[src/rtl/seq_det_pkg.sv]
// Shared constants and helpers for the programmable serial pattern detector.
// Mode encodings and reset-time defaults live here so every file agrees on them.
package seq_det_pkg;

  localparam logic OVERLAP     = 1'b1;
  localparam logic NON_OVERLAP = 1'b0;

  // Right-aligned 11101, the sync word of the original fixed detector.
  localparam logic [31:0] DEF_PATTERN_C = 32'b1_1101;
  localparam int          DEF_LEN_C     = 5;

  // Width able to hold any length from 0 to max_len inclusive.
  function automatic int len_w(input int max_len);
    return $clog2(max_len) + 1;
  endfunction

endpackage

[src/rtl/seq_detector_param_if.sv]
// Configuration, serial-input and result signals of the pattern detector.
// Handshake: x_valid qualifies x for one cycle and there is no back-pressure;
// cfg_load is a one-cycle request, always consumed in the cycle it is high.
interface seq_detector_param_if
  import seq_det_pkg::*;
#(
  parameter int MAX_LEN = 8,
  parameter int CNT_W   = 16
);
  localparam int LEN_W = len_w(MAX_LEN);

  logic               cfg_load;
  logic [MAX_LEN-1:0] cfg_pattern;
  logic [LEN_W-1:0]   cfg_len;
  logic               cfg_overlap;
  logic               x_valid;
  logic               x;
  logic               y;
  logic [CNT_W-1:0]   match_count;
  logic               cfg_err;

  modport master (
    output cfg_load, cfg_pattern, cfg_len, cfg_overlap, x_valid, x,
    input  y, match_count, cfg_err
  );

  modport slave (
    input  cfg_load, cfg_pattern, cfg_len, cfg_overlap, x_valid, x,
    output y, match_count, cfg_err
  );

endinterface

[src/rtl/seq_det_sat_counter.sv]
// Up-counter that sticks at MAX instead of wrapping; clr and rst both zero it.
module seq_det_sat_counter
  import seq_det_pkg::*;
#(
  parameter int           W   = 16,
  parameter logic [W-1:0] MAX = '1
) (
  input  logic         clk,
  input  logic         rst,
  input  logic         clr,
  input  logic         inc,
  output logic [W-1:0] count
);

  always_ff @(posedge clk) begin
    if (rst || clr) begin
      count <= '0;
    end else if (inc && (count != MAX)) begin
      count <= count + 1'b1;
    end
  end

endmodule

[src/rtl/seq_detector_param.sv]
// Runtime-programmable serial bit-pattern detector with overlap control,
// valid-qualified input and a saturating match counter.
module seq_detector_param
  import seq_det_pkg::*;
#(
  parameter int                 MAX_LEN     = 8,
  parameter int                 CNT_W       = 16,
  parameter logic [MAX_LEN-1:0] DEF_PATTERN = DEF_PATTERN_C[MAX_LEN-1:0],
  parameter int                 DEF_LEN     = DEF_LEN_C,
  parameter logic               DEF_OVERLAP = OVERLAP
) (
  input  logic                 clk,
  input  logic                 rst,
  seq_detector_param_if.slave  bus
);

  localparam int               LEN_W    = len_w(MAX_LEN);
  localparam logic [LEN_W-1:0] FILL_MAX = LEN_W'(MAX_LEN);

  logic [MAX_LEN-1:0] pattern_q;
  logic [LEN_W-1:0]   len_q;
  logic               overlap_q;
  // Only the post-shift value is ever compared, so the oldest bit need not be kept.
  logic [MAX_LEN-2:0] hist;
  logic [MAX_LEN-1:0] hist_next;
  logic [MAX_LEN-1:0] len_mask;
  logic [LEN_W-1:0]   fill;
  logic [LEN_W-1:0]   fill_next;
  logic               cfg_ok;
  logic               cfg_accept;
  logic               cfg_reject;
  logic               bit_accept;
  logic               match;

  assign cfg_ok     = (bus.cfg_len != '0) && (bus.cfg_len <= FILL_MAX);
  assign cfg_accept = bus.cfg_load && cfg_ok;
  assign cfg_reject = bus.cfg_load && !cfg_ok;
  assign bit_accept = bus.x_valid && !cfg_accept;

  assign hist_next = {hist, bus.x};
  assign fill_next = (fill == FILL_MAX) ? fill : fill + 1'b1;
  // Shifting all-ones by MAX_LEN yields zero, so a full-length mask is all ones.
  assign len_mask  = ~({MAX_LEN{1'b1}} << len_q);
  assign match     = bit_accept && (fill_next >= len_q) &&
                     (((hist_next ^ pattern_q) & len_mask) == '0);

  always_ff @(posedge clk) begin
    if (rst) begin
      pattern_q   <= DEF_PATTERN;
      len_q       <= LEN_W'(DEF_LEN);
      overlap_q   <= DEF_OVERLAP;
      hist        <= '0;
      bus.y       <= 1'b0;
      bus.cfg_err <= 1'b0;
    end else begin
      bus.y       <= match;
      bus.cfg_err <= cfg_reject;
      if (cfg_accept) begin
        pattern_q <= bus.cfg_pattern;
        len_q     <= bus.cfg_len;
        overlap_q <= bus.cfg_overlap;
        hist      <= '0;
      end else if (bit_accept) begin
        hist      <= hist_next[MAX_LEN-2:0];
      end
    end
  end

  // fill tracks how many received bits may take part in the next match.
  seq_det_sat_counter #(.W(LEN_W), .MAX(FILL_MAX)) u_fill (
    .clk   (clk),
    .rst   (rst),
    .clr   (cfg_accept || (match && (overlap_q == NON_OVERLAP))),
    .inc   (bit_accept),
    .count (fill)
  );

  seq_det_sat_counter #(.W(CNT_W)) u_match_count (
    .clk   (clk),
    .rst   (rst),
    .clr   (cfg_accept),
    .inc   (match),
    .count (bus.match_count)
  );

endmodule

[src/flat_wrapper.sv]
// flat-port wrapper written by rule: the top's interface ports become plain ports
module seq_detector_param_flat import seq_det_pkg::*;
#(
  parameter int                 MAX_LEN     = 8,
  parameter int                 CNT_W       = 16,
  parameter logic [MAX_LEN-1:0] DEF_PATTERN = DEF_PATTERN_C[MAX_LEN-1:0],
  parameter int                 DEF_LEN     = DEF_LEN_C,
  parameter logic               DEF_OVERLAP = OVERLAP
)
  (clk, rst, bus_cfg_load, bus_cfg_pattern, bus_cfg_len, bus_cfg_overlap, bus_x_valid, bus_x, bus_y, bus_match_count, bus_cfg_err);
  seq_detector_param_if #(.MAX_LEN(MAX_LEN), .CNT_W(CNT_W)) bus_i ();
  input  logic clk;
  input  logic rst;
  input wire logic [$bits(bus_i.cfg_load)-1:0] bus_cfg_load;
  input wire logic [$bits(bus_i.cfg_pattern)-1:0] bus_cfg_pattern;
  input wire logic [$bits(bus_i.cfg_len)-1:0] bus_cfg_len;
  input wire logic [$bits(bus_i.cfg_overlap)-1:0] bus_cfg_overlap;
  input wire logic [$bits(bus_i.x_valid)-1:0] bus_x_valid;
  input wire logic [$bits(bus_i.x)-1:0] bus_x;
  output wire logic [$bits(bus_i.y)-1:0] bus_y;
  output wire logic [$bits(bus_i.match_count)-1:0] bus_match_count;
  output wire logic [$bits(bus_i.cfg_err)-1:0] bus_cfg_err;
  assign bus_i.cfg_load = bus_cfg_load;
  assign bus_i.cfg_pattern = bus_cfg_pattern;
  assign bus_i.cfg_len = bus_cfg_len;
  assign bus_i.cfg_overlap = bus_cfg_overlap;
  assign bus_i.x_valid = bus_x_valid;
  assign bus_i.x = bus_x;
  assign bus_y = bus_i.y;
  assign bus_match_count = bus_i.match_count;
  assign bus_cfg_err = bus_i.cfg_err;
  seq_detector_param #(.MAX_LEN(MAX_LEN), .CNT_W(CNT_W), .DEF_PATTERN(DEF_PATTERN), .DEF_LEN(DEF_LEN), .DEF_OVERLAP(DEF_OVERLAP)) u_core (.clk(clk), .rst(rst), .bus(bus_i));
endmodule
[config.mk]
export PLATFORM = sky130hd
export DESIGN_NAME = seq_detector_param_flat
export DESIGN_NICKNAME = d
export VERILOG_FILES = /design/src/rtl/seq_det_pkg.sv /design/src/rtl/seq_detector_param_if.sv /design/src/rtl/seq_det_sat_counter.sv /design/src/rtl/seq_detector_param.sv /design/src/flat_wrapper.sv
export SDC_FILE = /design/constraint.sdc
export NUM_CORES = 1
export LEC_CHECK = 0
export CAP_MARGIN = 5
export CORE_ASPECT_RATIO = 1.1
export CORE_UTILIZATION = 59
export CTS_BUF_LIST = sky130_fd_sc_hd__clkbuf_2
export DETAILED_ROUTE_END_ITERATION = 6
export PLACE_DENSITY = 0.95
export SYNTH_ARGS = -nofsm -noshare
export SYNTH_HDL_FRONTEND = slang
export SYNTH_SLANG_ARGS = --single-unit
[constraint.sdc]
create_clock -name clk -period 4.7 [get_ports clk]
set_input_delay 0.94 -clock clk [delete_from_list [all_inputs] [get_ports clk]]
set_output_delay 0.94 -clock clk [all_outputs]
set_load 0.01 [all_outputs]
-- Word level (Yosys, flattened, before mapping)
Index checks and enable logic that the tools add are counted.
W data, S select, Z words.
- output and inout bits: 18
- bits in registers: 42
- bits of input ports: 18
- $lt $le $gt $ge: 2
- equality and inequality tests: 3
- bitwise operators: 4
- mux-type cells: 1
- add/subtract/negate cells: 2
- shifts and indexed selects: 1
- reductions and logical operators: 17
- operator list (operator ; count):
    $add A16 B1 Y16 const B ; 1
    $ne A16 B16 Y1 const B ; 1
    $logic_and A1 B1 Y1 ; 9
    $and A8 B8 Y8 ; 1
    $logic_not A8 Y1 ; 1
    $not A8 Y8 ; 1
    $shl A8 B4 Y8 const A ; 1
    $xor A8 B8 Y8 ; 1
    $add A4 B1 Y4 const B ; 1
    $eq A4 B4 Y1 const B ; 1
    $ge A4 B4 Y1 ; 1
    $le A4 B4 Y1 const B ; 1
    $mux W4 ; 1
    $ne A4 B4 Y1 const B ; 1
    $reduce_bool A4 Y1 ; 1
    $logic_or A1 B1 Y1 ; 3
    $logic_not A1 Y1 ; 2
    $reduce_or A2 Y1 ; 1
    $not A1 Y1 ; 1

-- Longest topological paths before layout
Gate-level depths: netlist (run 1).
- depth after elaboration: 10
- gate-level depth with buffers: 14
- mapped depth without buffers: 12

-- Hierarchy
Synthesis (run 1) repeated with hierarchy kept, for this count alone.
- cell total of the unflattened synthesis: 250
- area total of the unflattened synthesis: 2244.7 um^2
- modules (own cells, without submodules) (module ; instances ; seq. area each (um^2) ; area each (um^2) ; cells an instance):
    seq_detector_param ; 1 ; 440.4 ; 1173.6 ; 130
    seq_det_sat_counter (u_core.u_match_count) ; 1 ; 320.3 ; 847.1 ; 95
    seq_det_sat_counter (u_core.u_fill) ; 1 ; 80.1 ; 224.0 ; 25

-- Worst setup path after synthesis (run 1)
Ideal clock, no wire load.
- kind: input -> register
- start: in bus_cfg_len[0]
- end: reg u_core.u_match_count.count[7]
- data required time: 4.640 ns
- buffers on the path: 0
- data arrival time: 2.635 ns
- stages: 6
- setup slack: 2.004 ns
- cells stage by stage: or4_4 -> nand3_4 -> nand2_2 -> or4_1 -> or4_1 -> nand2_1
- longest elaborated chain between the ends: 8
- elaborated cells between the ends (all ways): 10
- those cells by class: order compare: 1; reduce/logical: 9
- RTL lines (item ; RTL line ; source):
    start: declaration ; flat_wrapper.sv:16 ; input wire logic [$bits(bus_i.cfg_len)-1:0] bus_cfg_len;
    $le A4 B4 Y1 or $reduce_bool A4 Y1 (tied branches) ; seq_detector_param.sv:35 ; assign cfg_ok = (bus.cfg_len != '0) && (bus.cfg_len <= FILL_MAX);
    $logic_and A1 B1 Y1 * ; seq_detector_param.sv:35 ;
    $logic_and A1 B1 Y1 * ; seq_detector_param.sv:36 ; assign cfg_accept = bus.cfg_load && cfg_ok;
    $logic_not A1 Y1 ; seq_detector_param.sv:38 ; assign bit_accept = bus.x_valid && !cfg_accept;
    $logic_and A1 B1 Y1 ; seq_detector_param.sv:38 ;
    $logic_and A1 B1 Y1 (2 in a row) ; seq_detector_param.sv:44 ; assign match = bit_accept && (fill_next >= len_q) &&
    $logic_and A1 B1 Y1 ; seq_det_sat_counter.sv:18 ; end else if (inc && (count != MAX)) begin
    end signal: assignment ; seq_det_sat_counter.sv:19 ; count <= count + 1'b1;
    end: declaration ; seq_det_sat_counter.sv:12 ; output logic [W-1:0] count
Every way passes the cells marked *; elsewhere a longest branch is shown, timed or not.
A chain may end at the register's enable or synchronous reset.

-- Final worst setup path (run 1)
- start: in bus_cfg_len[0]
- end: reg u_core.u_match_count.count[10]
Same word-level chain as after synthesis.

==> results of run 1 <==
cell families (layout without fill, tap and decap cells):
family                   after synthesis  after routing
adder cells (fa/ha/maj)                7              7
AND/OR/NAND/NOR                       94             94
AO/OA/AOI/OAI                         54             54
XOR/XNOR                              12             12
multiplexers                          15             15
buffers and inverters                 22             49
flip-flops                            42             42
worst register-to-register path, delay by kind of cell (launching register included):
family	cells	cell delay [ns]
fa+ha+maj	2	0.46
flops	1	0.39
simple gates	5	1.36
buf+inv	1	0.10
compound gates	3	0.54
xor+xnor	1	0.13
metrics by stage:
stage                     total power (W)  cell area [um2]  setup slack [ns]  utilization
after detailed placement        0.0004612             2525            0.8842       0.7338
after floorplan                 0.0004328             2208             2.004            -
after global routing            0.0006335             2560             1.175       0.7440
after CTS                       0.0006053             2560             1.311       0.7440
final                           0.0006028             2560             1.274       0.7440
after global placement          0.0004573             2525            0.9582       0.7338
how the worst min path moves through the flow:
stage                                 from                to  slack [ns]  depth (start not counted)
final                     u_core.overlap_q  u_core.overlap_q        0.50                          1
after global routing      u_core.overlap_q  u_core.overlap_q        0.54                          1
after CTS                 u_core.overlap_q  u_core.overlap_q        0.50                          1
after detailed placement  u_core.overlap_q  u_core.overlap_q        0.46                          1
after global placement    u_core.overlap_q  u_core.overlap_q        0.45                          1
after floorplan           u_core.overlap_q  u_core.overlap_q        0.44                          1
area by class of cell:
| class | count | area share |
|---|---|---|
| timing repair buffer | 35 | 0.1369 |
| clock buffer | 7 | 0.01369 |
| tap | 48 | 0.02346 |
| sequential | 42 | 0.3284 |
| inverter | 7 | 0.01026 |
| multi-input combinational | 182 | 0.4873 |
layer usage:
metal,track usage,up-vias,share of wire
li1,-,961,-
met5,0,-,0
met2,0.4931,69,0.54
met3,0.06458,9,0.051
met4,0.1047,0,0.015
met1,0.2869,926,0.40
where the power goes:
part           leakage [nW]  total (W)  switching (W)  internal (W)
logic                 0.578  0.0000791      0.0000404     0.0000387
registers             0.341   0.000375     0.00000920      0.000366
clock network        0.0291   0.000148       0.000110     0.0000387
total                 0.948   0.000603       0.000159      0.000444
layout by cell type, fill, tap and decap left out, types with 2 or more instances in the layout:
cell type | synthesis | final
clkdlybuf4s50_1 | 0 | 35
a21oi_1 | 11 | 11
clkbuf_2 | 0 | 7
inv_1 | 7 | 7
nor3_1 | 6 | 6
o21a_1 | 4 | 4
o211ai_1 | 2 | 2
a211oi_1 | 4 | 4
or3_1 | 2 | 2
dfxtp_1 | 42 | 42
o22ai_1 | 4 | 4
nor2_1 | 19 | 19
and4_1 | 2 | 2
xnor2_1 | 11 | 11
ha_1 | 7 | 7
nand2_1 | 14 | 14
nand3_1 | 5 | 5
and2_0 | 2 | 2
o31a_1 | 4 | 4
o21ai_0 | 8 | 8
a211o_1 | 5 | 5
nor4_1 | 5 | 5
mux2i_1 | 15 | 15
nand4_1 | 5 | 5
nand2b_1 | 5 | 5
and3_1 | 10 | 10
and2_1 | 4 | 4
or4_1 | 8 | 8
o31ai_1 | 5 | 5
registers in the layout, indices dropped and copies added (netlist names):
register                    flops
u_core.u_match_count.count     16
u_core.pattern_q                8
u_core.hist                     7
u_core.len_q                    4
u_core.u_fill.count             4
u_core.bus.cfg_err              1
u_core.bus.y                    1
u_core.overlap_q                1
==> impl_metrics.tcl, run 1 <==
set metrics [dict create \
    rows 22 \
    max_freq_mhz 291.9 \
    viasPerCell 6.121 \
    synthXorXnorAreaFrac 0.04759 \
    start_kind "input port" \
    gr-total-overflow 0 \
    hold_viol_final 0 \
    antenna_found_initial 0 \
    tightestPinTransition_ns 0.7893 \
    cp.depth 7 \
    grt_max_degree 23 \
    multi_input_area_um2 1247 \
    clk_pin_slew_ns 0.20 \
    crit_required_ns 5.04 \
    drc 0 \
    die_area_um2 3992 \
    grt_pass1_wl_mm 8.010 \
    timing.final.max_slew_violations 0 \
    synth_compound_area_frac 0.1660 \
    clock-root-buffer "clkbuf_2" \
    syn_nets 271 \
    firstDrtPassIters 4 \
    critPathBufInv 1 \
    crit_type "input port to flop" \
    worst_hold_slack_ns 0.4987 \
    finalCriticalPeriod_ns 3.426 \
    netlist_area_um2 2208 \
    ys_async_sr_fraction 0 \
    cts-hold-fix-buffers 0 \
    synth_cells 246 \
    synth_area_leaders "dfxtp_1, mux2i_1, xnor2_1, ha_1, nor2_1" \
    reg2reg_to "u_core.u_match_count.count[10]" \
    synth_top_family_by_area "simple AND/OR/NAND/NOR gates" \
    synth-seq-cells 42 \
    gp_congestion 0.8510 \
    cts-htree-levels 2 \
    diodes 0 \
    antenna_left 0 \
    crit_end "u_core.u_match_count.count[10]" \
    ys_warn_count 0 \
    min_path_type "flop to flop" \
    post-synth-top-area-fraction 0.3807 \
    postCtsResizedCells 0 \
    setup.worst_path.end_class "flop" \
    final_cells 321 \
    clk-insertion-delay-late_ns 0.40 \
    post-synth-top-count-cell "dfxtp_1" \
    grt_pass1_vias 1866 \
    reg2reg_depth 12 \
    slowest_delay_ns 0.63 \
    muxShareOfSynthArea 0.06799 \
    crit_path_top_delay_cell "or4_1" \
    vias 1965 \
    yosysSeqAreaShare 0.3807 \
    grt_usage 0.2690 \
    cp.arrival_ns 3.76 \
    drtIter0Drc 110 \
    hpwlAfterDp_mm 3.513 \
    status "finished, final reports clean" \
    slew_headroom 0.4738 \
    io_buffers 35 \
    r2r_slack_ns 1.65 \
    synth_top_cell_by_area "dfxtp_1" \
    fillCellCount 255 \
    vdd_drop_max_mv 0.1842 \
    crit_family "simple AND/OR/NAND/NOR gates" \
    yosys.area_share.simple 0.2436 \
    cts_tree "done" \
    setup_viol 0 \
    fin_crit_sh 0.7289 \
    cts.sinks 42 \
    synth_adder_area_share 0.03966 \
    placed_cells 314 \
    clockBufferDepth 2 \
    rr_startpoint "u_core.u_fill.count[0]" \
    tns_ns 0 \
    core-area_um2 3441 \
    cts_setup_buffers 0 \
    synth_edf_count 0 \
    start_util 0.6418 \
    drv_cap 0 \
    die_h_um 66.17 \
    power_density_nw_per_um2 235.5 \
    crit_start "bus_cfg_len[0]" \
    cp_cell_sequence "clkdlybuf4s50_1 -> or4_4 -> nand3_4 -> and2_1 -> nand4_2 -> or4_1 -> a21oi_1" \
    skew_ns 0.01376 \
    numCtsBuffers 5 \
    seq_area_um2 840.8 \
    synth_top_flop_cell "dfxtp_1" \
    yosysUniqueCellTypes 46 \
    rsz0062_at_grt "no" \
    syn_to_final_growth_pct 15.92 \
    crit_path_max_fanout 22 \
    wl_per_cell_um 14.73 \
    die_w_um 60.33 \
    synthTopCellsByCount "dfxtp_1, nor2_1, mux2i_1, nand2_1" \
    nets 298 \
    power.leakage_nw 0.9483 \
    boundaryPins 36 \
    postSynthAreaPerCell_um2 8.977 \
    drive_above_1_share 0.04762 \
    wl_mm 4.728 \
]
Note: power is estimated with default switching activity, not from simulation.
==> inputs of run 2 (changes only) <==
- CORE_UTILIZATION: 59 -> 55
- PLACE_DENSITY: 0.95 -> 0.93
- clock period: 4.7 -> 3.4 ns (I/O delays scaled with it)
==> impl_metrics.tcl, run 2 (synthesis gave the netlist of run 1 again) <==
set metrics [dict create \
    reg2reg_to "u_core.u_match_count.count[10]" \
    final_cells 331 \
    max_freq_mhz 360.5 \
    largest_reg_flops 16 \
    crit_path_max_fanout 22 \
    setup.worst_path.end_class "flop" \
    final_cell_mix "dfxtp_1, clkdlybuf4s50_1, nor2_1" \
    die_w_um 62.42 \
    power_density_nw_per_um2 330.7 \
    placed_cells 323 \
    clk_pin_slew_ns 0.24 \
    clock-root-buffer "clkbuf_2" \
    wl_mm 4.543 \
    crit_required_ns 3.78 \
    cts-hold-fix-buffers 0 \
    skew_ns 0.01704 \
    grt_pass1_wl_mm 7.886 \
    r2r_slack_ns 0.63 \
    drive_above_1_share 0.07473 \
    timing.final.max_slew_violations 0 \
    drv_cap 0 \
    diodes 0 \
    grt_pass1_vias 1856 \
    tightestPinTransition_ns 0.6225 \
    core-area_um2 3741 \
    die_h_um 68.46 \
    wl_per_cell_um 13.73 \
    slew_headroom 0.5850 \
    tns_ns 0 \
    crit_start "u_core.u_fill.count[0]" \
    syn_to_final_growth_pct 19.09 \
    antenna_left 0 \
    vias 1914 \
    antenna_found_initial 0 \
    place_area_um2 2580 \
    start_kind "flop" \
    grt_max_degree 23 \
    clockBufferDepth 2 \
    power.leakage_nw 0.9816 \
    grt_usage 0.2358 \
    gr-total-overflow 0 \
    top_register "u_core.u_match_count.count" \
    rows 23 \
    gp_congestion 0.7878 \
    vdd_drop_max_mv 0.2907 \
    finish.utilization 0.7030 \
    cts_tree "done" \
    crit_family "simple AND/OR/NAND/NOR gates" \
    numCtsBuffers 5 \
    fin_crit_sh 0.8159 \
    crit_path_top_delay_cell "or4_1" \
    top_regs "u_core.u_match_count.count (16), u_core.pattern_q (8), u_core.hist (7)" \
    start_util 0.5903 \
    postCtsResizedCells 0 \
    boundaryPins 36 \
    critPathBufInv 2 \
    postLayoutCellArea_um2 2630 \
    hp-start "u_core.pattern_q[0]" \
    hpwlAfterDp_mm 3.384 \
    pre_cts_slack_ns 0.3646 \
    reg2reg_depth 13 \
    cp_cell_sequence "inv_1 -> ha_1 -> nand2_1 -> nor2_1 -> xnor2_1 -> ha_1 -> nand2b_1 -> a211oi_1 -> o21bai_1 -> nand4_2 -> buf_4 -> or4_1 -> a21oi_1" \
    firstDrtPassIters 4 \
    crit_type "flop to flop" \
    io_buffers 35 \
    cts.sinks 42 \
    rr_startpoint "u_core.u_fill.count[0]" \
    viasPerCell 5.782 \
    worst_slack_ns 0.6259 \
    layout_commonest_cell "dfxtp_1" \
    hold_viol_final 0 \
    min_path_type "flop to flop" \
    crit_top_cell "ha_1" \
    die_area_um2 4273 \
    cts_setup_buffers 0 \
    drtIter0Drc 71 \
    slowest_delay_ns 0.48 \
    drc 0 \
    cts-htree-levels 2 \
    status "finished, final reports clean" \
    crit_end "u_core.u_match_count.count[10]" \
    cp.depth 13 \
    setup_viol 0 \
    cp.arrival_ns 3.15 \
    nets 305 \
    clk-insertion-delay-late_ns 0.43 \
    finalCriticalPeriod_ns 2.774 \
    rsz0062_at_grt "no" \
]
[run 2: power breakdown]
group          leakage [nW]  switching [W]  internal (W)
clock network        0.0296       0.000182     0.0000546
registers             0.341      0.0000124      0.000507
logic                 0.611      0.0000550     0.0000588
[run 2: worst reg2reg max path: cells and delay by family, from the launching register on]
family,cells,cell delay [ns]
AND/OR/NAND/NOR,5,0.85
buffers and inverters,2,0.32
flip-flops,1,0.40
XOR/XNOR,1,0.13
adder cells (fa/ha/maj),2,0.47
AO/OA/AOI/OAI,3,0.56
[run 2: worst min path at each step]
stage | to | slack (ns) | cells past startpoint
global placement | u_core.overlap_q | 0.46 | 1
detailed placement | u_core.pattern_q[3] | 0.47 | 1
CTS | u_core.pattern_q[3] | 0.52 | 1
global route | u_core.pattern_q[3] | 0.54 | 1
finish | u_core.pattern_q[0] | 0.52 | 1
floorplan | u_core.overlap_q | 0.44 | 1
[run 2: through the flow]
stage / hold slack (ns) / power, W
final: 0.5195 / 0.0008696
after CTS: 0.5218 / 0.0008716
after detailed placement: 0.4736 / 0.0006422
after global placement: 0.4609 / 0.0006378
after global routing: 0.5439 / 0.0009042
after floorplan: 0.4358 / 0.0005983
[run 2: per-layer routing]
layer | global-route usage | part of all wire
met1 | 0.2530 | 0.45
met2 | 0.4565 | 0.50
met3 | 0.05167 | 0.039
met4 | 0.09012 | 0.014
met5 | 0 | 0
[run 2: area by class of cell]
type	count	area, um2
clock inverters	3	25.02
inverters	7	26.28
well taps	50	62.56
fillers	299	1111
repair buffers	42	402.9
flip-flops and latches	42	840.8
clock buffers	5	25.02
multi-input cells	182	1247
